**src/rtl/stereo_cfg_pkg.sv**
```systemverilog
// -----------------------------------------------------------------------------
// stereo_cfg_pkg
// Shared definitions for the stereo/NR3D configuration path: the bridge FSM
// state encoding, AXI response codes, grant encoding for the write/read
// arbiter, and the register map of the stereo APB register slave (also used by
// the testbench's slave model).
// -----------------------------------------------------------------------------
package stereo_cfg_pkg;

    typedef enum logic [1:0] {
        IDLE   = 2'd0,
        SETUP  = 2'd1,
        ACCESS = 2'd2,
        RESP   = 2'd3
    } state_t;

    // Which request type was served most recently.
    typedef enum logic {
        GRANT_RD = 1'b0,
        GRANT_WR = 1'b1
    } grant_t;

    localparam logic [1:0] RESP_OKAY   = 2'b00;
    localparam logic [1:0] RESP_SLVERR = 2'b10;

    // Register map, word-aligned, 0x260..0x288.
    localparam logic [11:0] REG_STEREO_DIM    = 12'h260;
    localparam logic [11:0] REG_STEREO_CTRL   = 12'h264;
    localparam logic [11:0] REG_NR3D_CTRL     = 12'h268;
    localparam logic [11:0] REG_NR3D_STRENGTH = 12'h26C;
    localparam logic [11:0] REG_NR3D_THRESH   = 12'h270;
    localparam logic [11:0] REG_DISP_RANGE    = 12'h274;
    localparam logic [11:0] REG_DISP_OFFSET   = 12'h278;
    localparam logic [11:0] REG_CONF_THRESH   = 12'h27C;
    localparam logic [11:0] REG_LR_CHECK      = 12'h280;
    localparam logic [11:0] REG_STATUS        = 12'h284;
    localparam logic [11:0] REG_IRQ_MASK      = 12'h288;

    // Frame dimensions reset value: height 1080 in [21:11], width 1920 in [10:0].
    localparam logic [31:0] STEREO_DIM_RST = 32'h0021_C780;

    // Word alignment test on the two address LSBs.
    function automatic logic is_aligned(input logic [1:0] lsb);
        return (lsb == 2'b00);
    endfunction

endpackage

```
**src/rtl/axi_lite_apb_bridge.sv**
```systemverilog
// -----------------------------------------------------------------------------
// axi_lite_apb_bridge
// AXI4-Lite (single beat, full-word) to APB bridge, zero wait states, one
// transfer in flight. Write and read requests are arbitrated round-robin via a
// 1-bit last-grant flop. Misaligned addresses are answered with SLVERR without
// touching the APB bus. Every output is a flop.
//
// Ports:
//   clk, rst_n                      clock, async active-low reset
//   s_aw*/s_w*/s_b*                 AXI-Lite write address / data / response
//   s_ar*/s_r*                      AXI-Lite read address / data
//   p_sel, p_enable, p_addr,
//   p_write, p_wr_data              APB master outputs
//   p_rd_data                       APB read data (valid in ACCESS)
// -----------------------------------------------------------------------------
module axi_lite_apb_bridge
    import stereo_cfg_pkg::*;
#(
    parameter int ADDR_W = 12,
    parameter int DATA_W = 32
) (
    input  logic              clk,
    input  logic              rst_n,
    input  logic              s_awvalid,
    output logic              s_awready,
    input  logic [ADDR_W-1:0] s_awaddr,
    input  logic              s_wvalid,
    output logic              s_wready,
    input  logic [DATA_W-1:0] s_wdata,
    output logic              s_bvalid,
    input  logic              s_bready,
    output logic [1:0]        s_bresp,
    input  logic              s_arvalid,
    output logic              s_arready,
    input  logic [ADDR_W-1:0] s_araddr,
    output logic              s_rvalid,
    input  logic              s_rready,
    output logic [DATA_W-1:0] s_rdata,
    output logic [1:0]        s_rresp,
    output logic              p_sel,
    output logic              p_enable,
    output logic [ADDR_W-1:0] p_addr,
    output logic              p_write,
    output logic [DATA_W-1:0] p_wr_data,
    input  logic [DATA_W-1:0] p_rd_data
);

    state_t state_q, state_d;
    grant_t last_grant_q, last_grant_d;
    logic   is_wr_q, is_wr_d;

    // AW and W share one ready flop so they are always accepted together.
    logic wr_rdy_q, wr_rdy_d;
    logic arready_d;
    logic bvalid_d, rvalid_d;
    logic [1:0] bresp_d, rresp_d;
    logic [DATA_W-1:0] rdata_d, wr_data_d;
    logic sel_d, en_d, write_d;
    logic [ADDR_W-1:0] addr_d;

    logic wr_req, rd_req, acc_wr, acc_rd, acc_aligned;

    assign s_awready = wr_rdy_q;
    assign s_wready  = wr_rdy_q;

    assign wr_req = s_awvalid & s_wvalid;
    assign rd_req = s_arvalid;
    // Readies are only ever high in IDLE, so a handshake implies IDLE.
    assign acc_wr = wr_rdy_q & wr_req;
    assign acc_rd = s_arready & rd_req;
    assign acc_aligned = acc_wr ? is_aligned(s_awaddr[1:0]) : is_aligned(s_araddr[1:0]);

    // State register
    always_ff @(posedge clk or negedge rst_n) begin
        if (!rst_n) state_q <= IDLE;
        else        state_q <= state_d;
    end

    // Next-state logic
    always_comb begin
        state_d = state_q;
        case (state_q)
            IDLE:    if (acc_wr || acc_rd) state_d = acc_aligned ? SETUP : RESP;
            SETUP:   state_d = ACCESS;
            ACCESS:  state_d = RESP;
            RESP:    if ((s_bvalid && s_bready) || (s_rvalid && s_rready)) state_d = IDLE;
            default: state_d = IDLE;
        endcase
    end

    // Output logic: next values of the registered outputs.
    always_comb begin
        wr_rdy_d     = 1'b0;
        arready_d    = 1'b0;
        sel_d        = 1'b0;
        en_d         = 1'b0;
        addr_d       = p_addr;
        write_d      = p_write;
        wr_data_d    = p_wr_data;
        bvalid_d     = s_bvalid & ~s_bready;
        rvalid_d     = s_rvalid & ~s_rready;
        bresp_d      = s_bresp;
        rresp_d      = s_rresp;
        rdata_d      = s_rdata;
        is_wr_d      = is_wr_q;
        last_grant_d = last_grant_q;
        case (state_q)
            IDLE: begin
                if (acc_wr) begin
                    is_wr_d      = 1'b1;
                    last_grant_d = GRANT_WR;
                    if (acc_aligned) begin
                        sel_d     = 1'b1;
                        addr_d    = s_awaddr;
                        write_d   = 1'b1;
                        wr_data_d = s_wdata;
                    end else begin
                        bvalid_d = 1'b1;
                        bresp_d  = RESP_SLVERR;
                    end
                end else if (acc_rd) begin
                    is_wr_d      = 1'b0;
                    last_grant_d = GRANT_RD;
                    if (acc_aligned) begin
                        sel_d     = 1'b1;
                        addr_d    = s_araddr;
                        write_d   = 1'b0;
                        wr_data_d = '0;
                    end else begin
                        rvalid_d = 1'b1;
                        rresp_d  = RESP_SLVERR;
                        rdata_d  = '0;
                    end
                end else if (!wr_rdy_q && !s_arready) begin
                    // Ready is raised one cycle after the request is seen, which
                    // also yields the turnaround cycle after RESP.
                    if (wr_req && (!rd_req || last_grant_q == GRANT_RD)) wr_rdy_d = 1'b1;
                    else if (rd_req)                                     arready_d = 1'b1;
                end
            end
            SETUP: begin
                sel_d = 1'b1;
                en_d  = 1'b1;
            end
            ACCESS: begin
                if (is_wr_q) begin
                    bvalid_d = 1'b1;
                    bresp_d  = RESP_OKAY;
                end else begin
                    rvalid_d = 1'b1;
                    rresp_d  = RESP_OKAY;
                    rdata_d  = p_rd_data;
                end
            end
            default: ;
        endcase
    end

    // Output and bookkeeping registers
    always_ff @(posedge clk or negedge rst_n) begin
        if (!rst_n) begin
            wr_rdy_q     <= 1'b0;
            s_arready    <= 1'b0;
            s_bvalid     <= 1'b0;
            s_bresp      <= RESP_OKAY;
            s_rvalid     <= 1'b0;
            s_rdata      <= '0;
            s_rresp      <= RESP_OKAY;
            p_sel        <= 1'b0;
            p_enable     <= 1'b0;
            p_addr       <= '0;
            p_write      <= 1'b0;
            p_wr_data    <= '0;
            is_wr_q      <= 1'b0;
            last_grant_q <= GRANT_RD;
        end else begin
            wr_rdy_q     <= wr_rdy_d;
            s_arready    <= arready_d;
            s_bvalid     <= bvalid_d;
            s_bresp      <= bresp_d;
            s_rvalid     <= rvalid_d;
            s_rdata      <= rdata_d;
            s_rresp      <= rresp_d;
            p_sel        <= sel_d;
            p_enable     <= en_d;
            p_addr       <= addr_d;
            p_write      <= write_d;
            p_wr_data    <= wr_data_d;
            is_wr_q      <= is_wr_d;
            last_grant_q <= last_grant_d;
        end
    end

endmodule
```
**config.mk**
```make
export PLATFORM = sky130hd
export DESIGN_NAME = axi_lite_apb_bridge
export DESIGN_NICKNAME = d
export VERILOG_FILES = /design/src/rtl/stereo_cfg_pkg.sv /design/src/rtl/axi_lite_apb_bridge.sv
export SDC_FILE = /design/constraint.sdc
export NUM_CORES = 1
export LEC_CHECK = 0
export CAP_MARGIN = 0
export CORE_MARGIN = 2
export CORE_UTILIZATION = 42
export DETAILED_ROUTE_END_ITERATION = 8
export GPL_ROUTABILITY_DRIVEN = 1
export HOLD_SLACK_MARGIN = 0.15
export PLACE_DENSITY = 0.95
export SLEW_MARGIN = 20
export SYNTH_ARGS = -nofsm -noshare
export SYNTH_HDL_FRONTEND = slang
export SYNTH_SLANG_ARGS = --single-unit
```
**constraint.sdc**
```tcl
create_clock -name clk -period 3.59 [get_ports clk]
set_input_delay 0.718 -clock clk [delete_from_list [all_inputs] [get_ports clk]]
set_output_delay 0.718 -clock clk [all_outputs]
set_load 0.05 [all_outputs]
```
==> summary.log, run 1 <==
INFO  die            core_area=0.00809mm^2
INFO  pwr            power.switching_fraction=0.457
INFO  synthesis      ys.warnings.count=0
INFO  run            max_cap_viol_count=0
INFO  synthesis      synthCells=263
INFO  status         status=finished clean
INFO  detailed_routing drt.antenna.violating_nets=0
INFO  placement      post_dp_cell_area=0.00533mm^2
INFO  final_layout   num-nets-final=538
INFO  worst_setup_path crit-reg2reg-launch=state_q[0]$_DFFE_PN0P_
INFO  final_layout   layout.cells.most_common=sky130_fd_sc_hd__clkdlybuf4s50_1
INFO  placement      dp.final_hpwl=6.73mm
INFO  detailed_routing detail_route.wirelength=9.22mm
INFO  final_layout   mostFrequentLayoutCells=179 x sky130_fd_sc_hd__clkdlybuf4s50_1, 88 x sky130_fd_sc_hd__dfrtp_1, 64 x sky130_fd_sc_hd__a22o_1
INFO  clocking       cts_sinks=88
INFO  final_layout   final_standard_cell_utilization_of_the_core=0.680
INFO  clocking       postCtsResizedCells=0
INFO  pwr            clock_power_share=0.138
INFO  global_routing grt.total_usage=0.204
INFO  synthesis      ys_seq_area_frac=0.635
INFO  hold_path      hp-class=in -> async
INFO  worst_setup_path worstPathArrival=2600ps
INFO  die            width_of_the_chip=94.9um
INFO  worst_setup_path reg2reg_setup_slack=1410ps
INFO  worst_setup_path crit_required=3810ps
INFO  final_layout   layout-drive-gt1-share=0.0609
INFO  clocking       clk_pin_slew_worst_paths=90ps
INFO  clocking       cts_setup_buffers=0
INFO  worst_setup_path critical_path_class=in -> reg
INFO  sta            fin_skew=16.7ps
INFO  synthesis      postSynth.asyncResetShare=1.00
INFO  final_layout   diodes=0
INFO  sta            finalHoldViolations=0
INFO  worst_setup_path r2r-end=p_wr_data[3]$_DFFE_PN0P_
INFO  synthesis      netlist_area=0.00347mm^2
INFO  final_layout   syn_to_final_growth=58.6%
INFO  pwr            power_density=795mW/mm^2
INFO  sta            timing.fmax=0.420GHz
INFO  pwr            vdd_drop_max=0.327mV
INFO  sta            grt_setup_unrepaired=no
INFO  sta            final-setup-viol-count=0
INFO  global_routing grt_start_max_net_pins=89
INFO  pwr            pwr-share-seq=0.332
INFO  synthesis      synth-edff-count=0
INFO  detailed_routing firstDrtPassIters=4
INFO  detailed_routing route.detailed.wl_per_inst=16.8um
INFO  worst_setup_path crit_fanout=32
INFO  final_layout   final_cell_area=0.00550mm^2
INFO  pwr            cell_internal_pwr=0.00237W
INFO  sta            timing.setup.tns=0ps
INFO  detailed_routing route.vias.total=2901
INFO  die            number_of_standard_cell_rows_in_the_floorplan=33
INFO  worst_setup_path start_kind=input pin
INFO  synthesis      synth_ff_type=sky130_fd_sc_hd__dfrtp_1
INFO  pwr            share_comb_of_total_power=0.530
INFO  clocking       clk_latency=340ps
INFO  die            io-pin-count=183
INFO  sta            fin_crit=2380ps
INFO  global_routing grt_overflow_total=0
INFO  clocking       cts_buf_count=9
INFO  detailed_routing vias_per_inst=5.29
INFO  die            die_y=94.9um
INFO  detailed_routing drc=0
INFO  clocking       cts_max_level=3
INFO  die            start_util=0.429
INFO  final_layout   layout.filler_cells=603
INFO  clocking       cts_hold_repair.buffers=0
INFO  global_routing antenna_found_initial=0
INFO  pwr            power=0.00437W
INFO  die            dieArea=0.00900mm^2
INFO  synthesis      yosys.cell_types.count=33
INFO  clocking       tritoncts_clock_tree=built
INFO  sta            worst_pin_slew=789ps
INFO  synthesis      synthesis.area_per_instance=13.2um^2
INFO  sta            final.period_utilization=0.663
INFO  detailed_routing first_iter_violations=81
INFO  synthesis      postSynthRegisterBits=88
INFO  worst_setup_path reg2regPathDepth=7
INFO  global_routing grt_pass1_wl=14.3mm
INFO  sta            slew_headroom=0.474
INFO  global_routing first_global_vias=2970
INFO  pwr            p_sw=0.00200W
INFO  placement      place.port_buffers=180
INFO  clocking       ctsLongestPathBuffers=2
INFO  clocking       cts.root.buffer_cell=sky130_fd_sc_hd__clkbuf_8
INFO  sta            timing.final.max_slew_violations=0
INFO  worst_setup_path end_kind=flip-flop
INFO  placement      place_congestion=0.793
INFO  pwr            power_leakage=2.49nW
[worst max-delay path by stage]
stage / startpoint / endpoint / slack [ps] / depth (start not counted)
after global placement: s_awvalid / s_rdata[11]$_DFFE_PN0P_ / 810 / 5
after global routing: s_awvalid / s_rdata[1]$_DFFE_PN0P_ / 1160 / 5
after CTS: state_q[0]$_DFFE_PN0P_ / s_rdata[22]$_DFFE_PN0P_ / 1070 / 5
after floorplan: s_awvalid / s_rdata[0]$_DFFE_PN0P_ / 1590 / 6
final: s_awvalid / s_rdata[1]$_DFFE_PN0P_ / 1210 / 5
after detailed placement: s_awvalid / s_rdata[14]$_DFFE_PN0P_ / 720 / 5
[per-layer routing]
metal / global-route usage / vias to the layer above / routed length (um)
met5: 0 / - / 0
met4: 0.0713 / 0 / 110
met3: 0.0487 / 9 / 668
met2: 0.336 / 143 / 4550
met1: 0.263 / 1418 / 3890
li1: - / 1331 / -
[final cells by class]
class / count / area, um^2 / area share
multi-input combinational: 149 / 1130 / 0.206
sequential: 88 / 2200 / 0.400
clock inverter: 6 / 42.5 / 0.00773
inverter: 4 / 15.0 / 0.00273
tap: 105 / 131 / 0.0239
clock buffer: 10 / 128 / 0.0232
timing repair buffer: 186 / 1850 / 0.336
[per-stage QoR]
step / instances / hold slack, ps / setup WS (ps)
global placement: 532 / 461 / 806
detailed placement: 532 / 469 / 724
global route: 548 / 469 / 1160
CTS: 548 / 492 / 1070
floorplan: 264 / 422 / 1590
finish: 548 / 408 / 1210
[synth_stat cells (2+ instances only)]
cell | count | share of area
sky130_fd_sc_hd__buf_2 | 4 | 0.0058
sky130_fd_sc_hd__inv_1 | 4 | 0.0043
sky130_fd_sc_hd__nand2_1 | 9 | 0.0097
sky130_fd_sc_hd__buf_4 | 3 | 0.0065
sky130_fd_sc_hd__nor2_1 | 6 | 0.0065
sky130_fd_sc_hd__clkbuf_1 | 12 | 0.013
sky130_fd_sc_hd__a22o_1 | 64 | 0.16
sky130_fd_sc_hd__nand3_1 | 2 | 0.0029
sky130_fd_sc_hd__o21ai_0 | 7 | 0.010
sky130_fd_sc_hd__dfrtp_1 | 88 | 0.63
sky130_fd_sc_hd__and2_1 | 2 | 0.0036
sky130_fd_sc_hd__nor2b_1 | 2 | 0.0036
sky130_fd_sc_hd__a21oi_1 | 12 | 0.017
sky130_fd_sc_hd__ha_1 | 5 | 0.018
sky130_fd_sc_hd__a31oi_1 | 11 | 0.020
sky130_fd_sc_hd__mux2i_1 | 13 | 0.038
sky130_fd_sc_hd__buf_6 | 3 | 0.0097
[sequential cells by signal (all words and copies together) (netlist names)]
register,count
p_wr_data,32
s_arready,1
p_write,1
s_rresp,1
s_rdata,32
s_rvalid,1
s_bresp,1
state_q,2
p_addr,12
s_awready,1
s_bvalid,1
p_enable,1
is_wr_q,1
p_sel,1
[power groups by stage]
stage               clock network [W]  logic (W)  registers (W)
floorplan                           0   0.000691        0.00234
global placement                    0    0.00226        0.00145
detailed placement                  0    0.00233        0.00147
CTS                          0.000623    0.00233        0.00145
global route                 0.000674    0.00246        0.00148
finish                       0.000604    0.00232        0.00145
[cells by family (layout without fill, tap and decap cells)]
| kind of cell | after synthesis | in the layout | share of synthesized area |
|---|---|---|---|
| adders and majority gates | 5 | 5 | 0.0180 |
| muxes | 13 | 13 | 0.0375 |
| buffers and inverters | 27 | 206 | 0.0404 |
| other | 1 | 2 | 0.00108 |
| and+or+nand+nor | 27 | 27 | 0.0397 |
| DFF | 88 | 88 | 0.635 |
| AOI/OAI and AO/OA | 102 | 102 | 0.228 |
[worst max-delay path: stages]
cell and delay (ps):
sky130_fd_sc_hd__clkdlybuf4s50_1 450, sky130_fd_sc_hd__and3_4 210, sky130_fd_sc_hd__o31a_1 330, sky130_fd_sc_hd__or2_2 550
sky130_fd_sc_hd__a22o_1 320
Note: power is estimated with default switching activity, not from simulation.
==> run 2: changes to the inputs <==
--- a/config.mk
+++ b/config.mk
@@ -7,11 +7,11 @@
 export LEC_CHECK = 0
 export CAP_MARGIN = 0
 export CORE_MARGIN = 2
-export CORE_UTILIZATION = 42
+export CORE_UTILIZATION = 39
 export DETAILED_ROUTE_END_ITERATION = 8
 export GPL_ROUTABILITY_DRIVEN = 1
 export HOLD_SLACK_MARGIN = 0.15
-export PLACE_DENSITY = 0.95
+export PLACE_DENSITY = 0.92
 export SLEW_MARGIN = 20
 export SYNTH_ARGS = -nofsm -noshare
 export SYNTH_HDL_FRONTEND = slang
==> constraint.sdc (replaced) <==
create_clock -name clk -period 2.2 [get_ports clk]
set_input_delay 0.44 -clock clk [delete_from_list [all_inputs] [get_ports clk]]
set_output_delay 0.44 -clock clk [all_outputs]
set_load 0.05 [all_outputs]
==> summary.log, run 2 (synthesized netlist as in run 1, its figures left out) <==
INFO  status         status=finished clean
INFO  pwr            power_density=1290mW/mm^2 [+62%]
INFO  global_routing antenna_found_initial=0 [unchanged]
INFO  worst_setup_path critical_path_class=reg -> out
INFO  sta            timing.final.max_slew_violations=0 [unchanged]
INFO  clocking       clk_latency=340ps [about the same]
INFO  detailed_routing route.detailed.wl_per_inst=16.4um [-2.7%]
INFO  clocking       cts_buf_count=9 [unchanged]
INFO  worst_setup_path critical-path-max-stage-delay=830ps [+280 ps]
INFO  worst_setup_path cpLargestDelayFamily=buffers and inverters
INFO  worst_setup_path crit_required=1760ps [-2050 ps]
INFO  final_layout   diodes=0 [unchanged]
INFO  die            die_y=98.3um [+3.6%]
INFO  sta            worst_slack=178ps [-1030 ps]
INFO  die            io-pin-count=183 [unchanged]
INFO  clocking       ctsLongestPathBuffers=2 [unchanged]
INFO  worst_setup_path worstPathArrival=1580ps [-1020 ps]
INFO  hold_path      whs_endpoint=p_write$_DFFE_PN0P_
INFO  placement      place_congestion=0.829 [+4.5%]
INFO  worst_setup_path crit_fanout=5 [-84%]
INFO  die            width_of_the_chip=98.3um [+3.6%]
INFO  detailed_routing route.vias.total=2888 [-0.45%]
INFO  final_layout   num-nets-final=545 [+1.3%]
INFO  worst_setup_path critPathBufInv=1 [unchanged]
INFO  hold_path      worstHoldStart=p_write$_DFFE_PN0P_
INFO  final_layout   final_standard_cell_utilization_of_the_core=0.647 [-0.0323]
INFO  worst_setup_path start_kind=flip-flop
INFO  clocking       cts_setup_buffers=0 [unchanged]
INFO  die            number_of_standard_cell_rows_in_the_floorplan=34 [+3.0%]
INFO  clocking       cts.root.buffer_cell=sky130_fd_sc_hd__clkbuf_8
INFO  placement      dp.final_hpwl=6.67mm [-0.80%]
INFO  sta            fin_skew=8.81ps [-7.87 ps]
INFO  sta            final-setup-viol-count=0 [unchanged]
INFO  worst_setup_path reg2reg_setup_slack=290ps [-1120 ps]
INFO  global_routing grt.total_usage=0.188 [-0.0163]
INFO  clocking       postCtsResizedCells=0 [unchanged]
INFO  sta            timing.fmax=0.495GHz
INFO  global_routing first_global_vias=2899 [-2.4%]
INFO  final_layout   layout.cells.most_common=sky130_fd_sc_hd__clkdlybuf4s50_1
INFO  sta            fin_crit=2020ps
INFO  clocking       cts_sinks=88 [unchanged]
INFO  final_layout   layout-drive-gt1-share=0.0713 [+0.0103]
INFO  hold_path      hp-class=reg -> reg
INFO  die            start_util=0.400 [-0.0289]
INFO  run            max_cap_viol_count=0 [unchanged]
INFO  hold_path      whs_path_depth=1
INFO  final_layout   final_cell_area=0.00562mm^2 [+2.1%]
INFO  worst_setup_path end_kind=output pin
INFO  worst_setup_path r2r-end=p_wr_data[20]$_DFFE_PN0P_
INFO  pwr            vdd_drop_max=0.563mV [+72%]
INFO  global_routing grt_overflow_total=0 [unchanged]
INFO  clocking       tritoncts_clock_tree=built
INFO  detailed_routing detail_route.wirelength=9.11mm [-1.1%]
INFO  final_layout   syn_to_final_growth=62.0%
INFO  clocking       clk_pin_slew_worst_paths=90ps [about the same]
INFO  sta            slew_headroom=0.640 [+0.166]
INFO  clocking       cts_hold_repair.buffers=1 [+1]
INFO  sta            grt_setup_unrepaired=no
INFO  placement      post_dp_cell_area=0.00544mm^2 [+2.1%]
INFO  detailed_routing firstDrtPassIters=4 [unchanged]
INFO  detailed_routing vias_per_inst=5.18 [-2.1%]
INFO  sta            worst_pin_slew=539ps [-251 ps]
INFO  worst_setup_path crit-reg2reg-launch=state_q[1]$_DFFE_PN0P_
INFO  sta            finalHoldWorstSlack=484ps [+76.4 ps]
INFO  detailed_routing first_iter_violations=78 [-3.7%]
INFO  detailed_routing drc=0 [unchanged]
INFO  placement      placed_cells_incl_taps=541 [+1.7%]
INFO  worst_setup_path reg2regPathDepth=7 [unchanged]
INFO  final_layout   reg_top3=p_wr_data x32, s_rdata x32, p_addr x12
INFO  final_layout   mostFrequentLayoutCells=179 x sky130_fd_sc_hd__clkdlybuf4s50_1, 88 x sky130_fd_sc_hd__dfrtp_1, 64 x sky130_fd_sc_hd__a22o_1
INFO  sta            final.period_utilization=0.919
INFO  worst_setup_path path_cells=clkdlybuf4s50_1
INFO  placement      detailedPlace.worstSlack=-20.9ps [-745 ps]
INFO  clocking       cts_max_level=3 [unchanged]
INFO  worst_setup_path timing.critical_path.slowest_stage_cell=sky130_fd_sc_hd__clkdlybuf4s50_1
INFO  pwr            power_leakage=2.53nW [+1.6%]
INFO  global_routing grt_pass1_wl=14.5mm [+1.9%]
INFO  final_layout   finish.cell_count_without_fillers=557 [+1.6%]
INFO  detailed_routing drt.antenna.violating_nets=0 [unchanged]
INFO  sta            finalHoldViolations=0 [unchanged]
INFO  placement      place.port_buffers=180 [unchanged]
INFO  die            dieArea=0.00966mm^2 [+7.4%]
INFO  global_routing grt_start_max_net_pins=44 [-51%]
INFO  die            core_area=0.00868mm^2 [+7.2%]
-- run 2: changes by cell type in the layout (fill, tap and decap cells not counted), sizes merged --
cell         previous run  this run
buf                     7        13
clkinvlp                2         5
clkinv                  2         0
clkbuf                 10         9
dlygate4sd3             0         1
inv                     6         5
-- run 2: routing by layer --
layer / global-route usage / vias to the layer above / wire length [um]
met3: 0.0458 / 7 / 632
met1: 0.252 / 1407 / 4000
li1: - / 1339 / -
met4: 0.0590 / 0 / 83
met2: 0.302 / 135 / 4400
met5: 0 / - / 0
-- run 2: worst max path at each step --
| stage | start | to | cells after the start |
|---|---|---|---|
| 2_1_floorplan | s_awready$_DFF_PN0_ | s_rdata[0]$_DFFE_PN0P_ | 6 |
| 3_3_place_gp | s_awvalid | s_rdata[10]$_DFFE_PN0P_ | 6 |
| 3_5_place_dp | s_awvalid | s_rdata[18]$_DFFE_PN0P_ | 6 |
| 4_1_cts | s_awready$_DFF_PN0_ | s_wready | 1 |
| 5_1_grt | s_awready$_DFF_PN0_ | s_wready | 1 |
| 6_report | s_arready$_DFF_PN0_ | s_arready | 1 |
-- run 2: final cells by class --
class	instances	area, um^2
clock buffer	9	124
sequential	88	2200
multi-input combinational	149	1130
timing repair buffer	193	1960
inverter	4	15.0
clock inverter	6	46.3
tap	108	135
fill	678	3060
-- run 2: where the power goes --
group | switching, W | internal (W) | total [W]
clock | 0.000566 | 0.000407 | 0.000974
sequential | 0.000275 | 0.00208 | 0.00235
combinational | 0.00242 | 0.00148 | 0.00390
-- run 2: stage by stage --
stage          TNS (ps)  total power, W
2_1_floorplan         0         0.00494
3_3_place_gp          0         0.00618
3_5_place_dp      -62.2         0.00629
4_1_cts               0         0.00729
5_1_grt               0         0.00759
6_report              0         0.00722
==> run 3: changes to the inputs <==
--- a/config.mk
+++ b/config.mk
@@ -7,11 +7,13 @@
 export LEC_CHECK = 0
 export CAP_MARGIN = 0
 export CORE_MARGIN = 2
-export CORE_UTILIZATION = 39
+export CORE_UTILIZATION = 41
+export CTS_BUF_LIST = sky130_fd_sc_hd__clkbuf_2 sky130_fd_sc_hd__clkbuf_4 sky130_fd_sc_hd__clkbuf_8
 export DETAILED_ROUTE_END_ITERATION = 8
 export GPL_ROUTABILITY_DRIVEN = 1
+export GPL_TIMING_DRIVEN = 1
 export HOLD_SLACK_MARGIN = 0.15
-export PLACE_DENSITY = 0.92
+export PLACE_DENSITY = 0.95
 export SLEW_MARGIN = 20
 export SYNTH_ARGS = -nofsm -noshare
 export SYNTH_HDL_FRONTEND = slang
==> summary.log, run 3 (synthesized netlist as in run 1, its figures left out) <==
INFO  worst_setup_path critical-path-max-stage-delay=840ps [about the same]
INFO  final_layout   syn_to_final_growth=63.6%
INFO  sta            finalHoldViolations=0 [unchanged]
INFO  clocking       cts_hold_repair.buffers=1 [unchanged]
INFO  final_layout   layout-drive-gt1-share=0.0756 [+0.00429]
INFO  worst_setup_path cp_num_cells=1 [unchanged]
INFO  worst_setup_path crit_required=1760ps [about the same]
INFO  die            number_of_standard_cell_rows_in_the_floorplan=33 [-2.9%]
INFO  worst_setup_path critical_path_class=reg -> out
INFO  worst_setup_path path_cells=clkdlybuf4s50_1
INFO  placement      dp.final_hpwl=6.99mm [+4.8%]
INFO  die            start_util=0.422 [+0.0225]
INFO  global_routing grt_overflow_total=0 [unchanged]
INFO  worst_setup_path timing.critical_path.slowest_stage_cell=sky130_fd_sc_hd__clkdlybuf4s50_1
INFO  clocking       cts.root.buffer_cell=sky130_fd_sc_hd__clkbuf_8
INFO  pwr            vdd_drop_max=0.539mV [-4.3%]
INFO  sta            worst_pin_slew=546ps [+6.95 ps]
INFO  sta            slew_headroom=0.635 [-0.00465]
INFO  worst_setup_path cpLargestDelayFamily=buffers and inverters
INFO  die            dieArea=0.00921mm^2 [-4.7%]
INFO  detailed_routing route.vias.total=2892 [+0.14%]
INFO  clocking       clk_pin_slew_worst_paths=100ps [about the same]
INFO  placement      place_congestion=0.804 [-3.0%]
INFO  die            io-pin-count=183 [unchanged]
INFO  clocking       ctsLongestPathBuffers=2 [unchanged]
INFO  global_routing grt_pass1_wl=14.5mm [-0.14%]
INFO  status         status=finished clean
INFO  clocking       postCtsResizedCells=0 [unchanged]
INFO  hold_path      hp-class=in -> async
INFO  sta            final-setup-viol-count=0 [unchanged]
INFO  run            max_cap_viol_count=0 [unchanged]
INFO  detailed_routing drc=0 [unchanged]
INFO  clocking       tritoncts_clock_tree=built
INFO  final_layout   layout.filler_cells=591 [-13%]
INFO  global_routing grt.total_usage=0.205 [+0.0179]
INFO  sta            timing.fmax=0.489GHz [-1.2%]
INFO  sta            timing.final.max_slew_violations=0 [unchanged]
INFO  final_layout   diodes=0 [unchanged]
INFO  clocking       clk_latency=340ps [about the same]
INFO  sta            grt_setup_unrepaired=no
INFO  final_layout   reg_top3=p_wr_data x32, s_rdata x32, p_addr x12
INFO  sta            fin_crit=2050ps [+24.2 ps]
INFO  sta            final.period_utilization=0.930 [+0.0110]
INFO  final_layout   layout.cells.most_common=sky130_fd_sc_hd__clkdlybuf4s50_1
INFO  die            die_y=96.0um [-2.4%]
INFO  clocking       cts_buf_count=9 [unchanged]
INFO  final_layout   ff_latch_area=0.00220mm^2 [unchanged]
INFO  final_layout   num-nets-final=545 [unchanged]
INFO  worst_setup_path end_kind=output pin
INFO  placement      place.port_buffers=180 [unchanged]
INFO  clocking       cts_max_level=3 [unchanged]
INFO  worst_setup_path start_kind=flip-flop
INFO  die            core_area=0.00822mm^2 [-5.3%]
INFO  detailed_routing route.detailed.wl_per_inst=16.9um [+3.3%]
INFO  final_layout   mostFrequentLayoutCells=179 x sky130_fd_sc_hd__clkdlybuf4s50_1, 88 x sky130_fd_sc_hd__dfrtp_1, 64 x sky130_fd_sc_hd__a22o_1
INFO  detailed_routing first_iter_violations=131 [+68%]
INFO  detailed_routing drt.antenna.violating_nets=0 [unchanged]
INFO  pwr            power_leakage=2.56nW [+1.3%]
INFO  die            width_of_the_chip=96.0um [-2.4%]
INFO  global_routing grt_start_max_net_pins=49 [+11%]
INFO  worst_setup_path reg2regPathDepth=6 [-1]
INFO  worst_setup_path crit_fanout=5 [unchanged]
INFO  final_layout   final_standard_cell_utilization_of_the_core=0.690 [+0.0429]
INFO  detailed_routing firstDrtPassIters=4 [unchanged]
INFO  final_layout   multiInputGateArea=0.00114mm^2 [+0.33%]
INFO  clocking       cts_sinks=88 [unchanged]
INFO  detailed_routing vias_per_inst=5.21 [+0.50%]
INFO  pwr            power_density=1320mW/mm^2 [+3.0%]
INFO  sta            finalHoldWorstSlack=488ps [+3.54 ps]
INFO  global_routing antenna_found_initial=0 [unchanged]
INFO  worst_setup_path critPathBufInv=1 [unchanged]
INFO  worst_setup_path worstPathArrival=1610ps [+30 ps]
INFO  detailed_routing detail_route.wirelength=9.38mm [+2.9%]
INFO  global_routing first_global_vias=2906 [+0.24%]
INFO  sta            fin_skew=11.4ps [+2.58 ps]
INFO  clocking       cts_setup_buffers=0 [unchanged]
## run 3: path summary, 6_finish.rpt
path,start,end,slack [ps]
min,rst_n,s_rdata[13]$_DFFE_PN0P_,490
min in group clk,p_write$_DFFE_PN0P_,p_write$_DFFE_PN0P_,490
max reg2reg,state_q[0]$_DFFE_PN0P_,s_rdata[19]$_DFFE_PN0P_,370
min reg2reg,p_write$_DFFE_PN0P_,p_write$_DFFE_PN0P_,490
max,s_awready$_DFF_PN0_,s_wready,150
max in group asynchronous,rst_n,p_addr[8]$_DFFE_PN0P_,1120
## run 3: layout make-up
cell class / count / share of cell area
Clock buffer: 10 / 0.0232
Clock inverter: 6 / 0.0163
Inverter: 4 / 0.00265
Multi-Input combinational cell: 149 / 0.201
Sequential cell: 88 / 0.388
Tap cell: 105 / 0.0232
Timing Repair Buffer: 193 / 0.346
## run 3: metal layers
metal	GRT usage	share of wire	vias to the layer above	wire [um]
met5	0	0	-	0
met3	0.0517	0.073	8	689
met1	0.270	0.42	1385	3920
met4	0.0619	0.011	0	107
li1	-	-	1343	-
met2	0.337	0.50	156	4670
## run 3: stage by stage
step | TNS, ps | cells | power [W] | setup WS (ps) | cell area [um^2]
floorplan | 0 | 264 | 0.00494 | 217 | 3470
global placement | 0 | 538 | 0.00617 | 30.5 | 5440
detailed placement | -276 | 538 | 0.00632 | -26.7 | 5440
CTS | 0 | 555 | 0.00757 | 133 | 5670
global route | 0 | 555 | 0.00790 | 87.6 | 5670
finish | 0 | 555 | 0.00751 | 154 | 5670
## run 3: report_power, final
group	internal (W)	switching, W
Combinational	0.00148	0.00243
Sequential	0.00208	0.000293
Clock	0.000659	0.000572
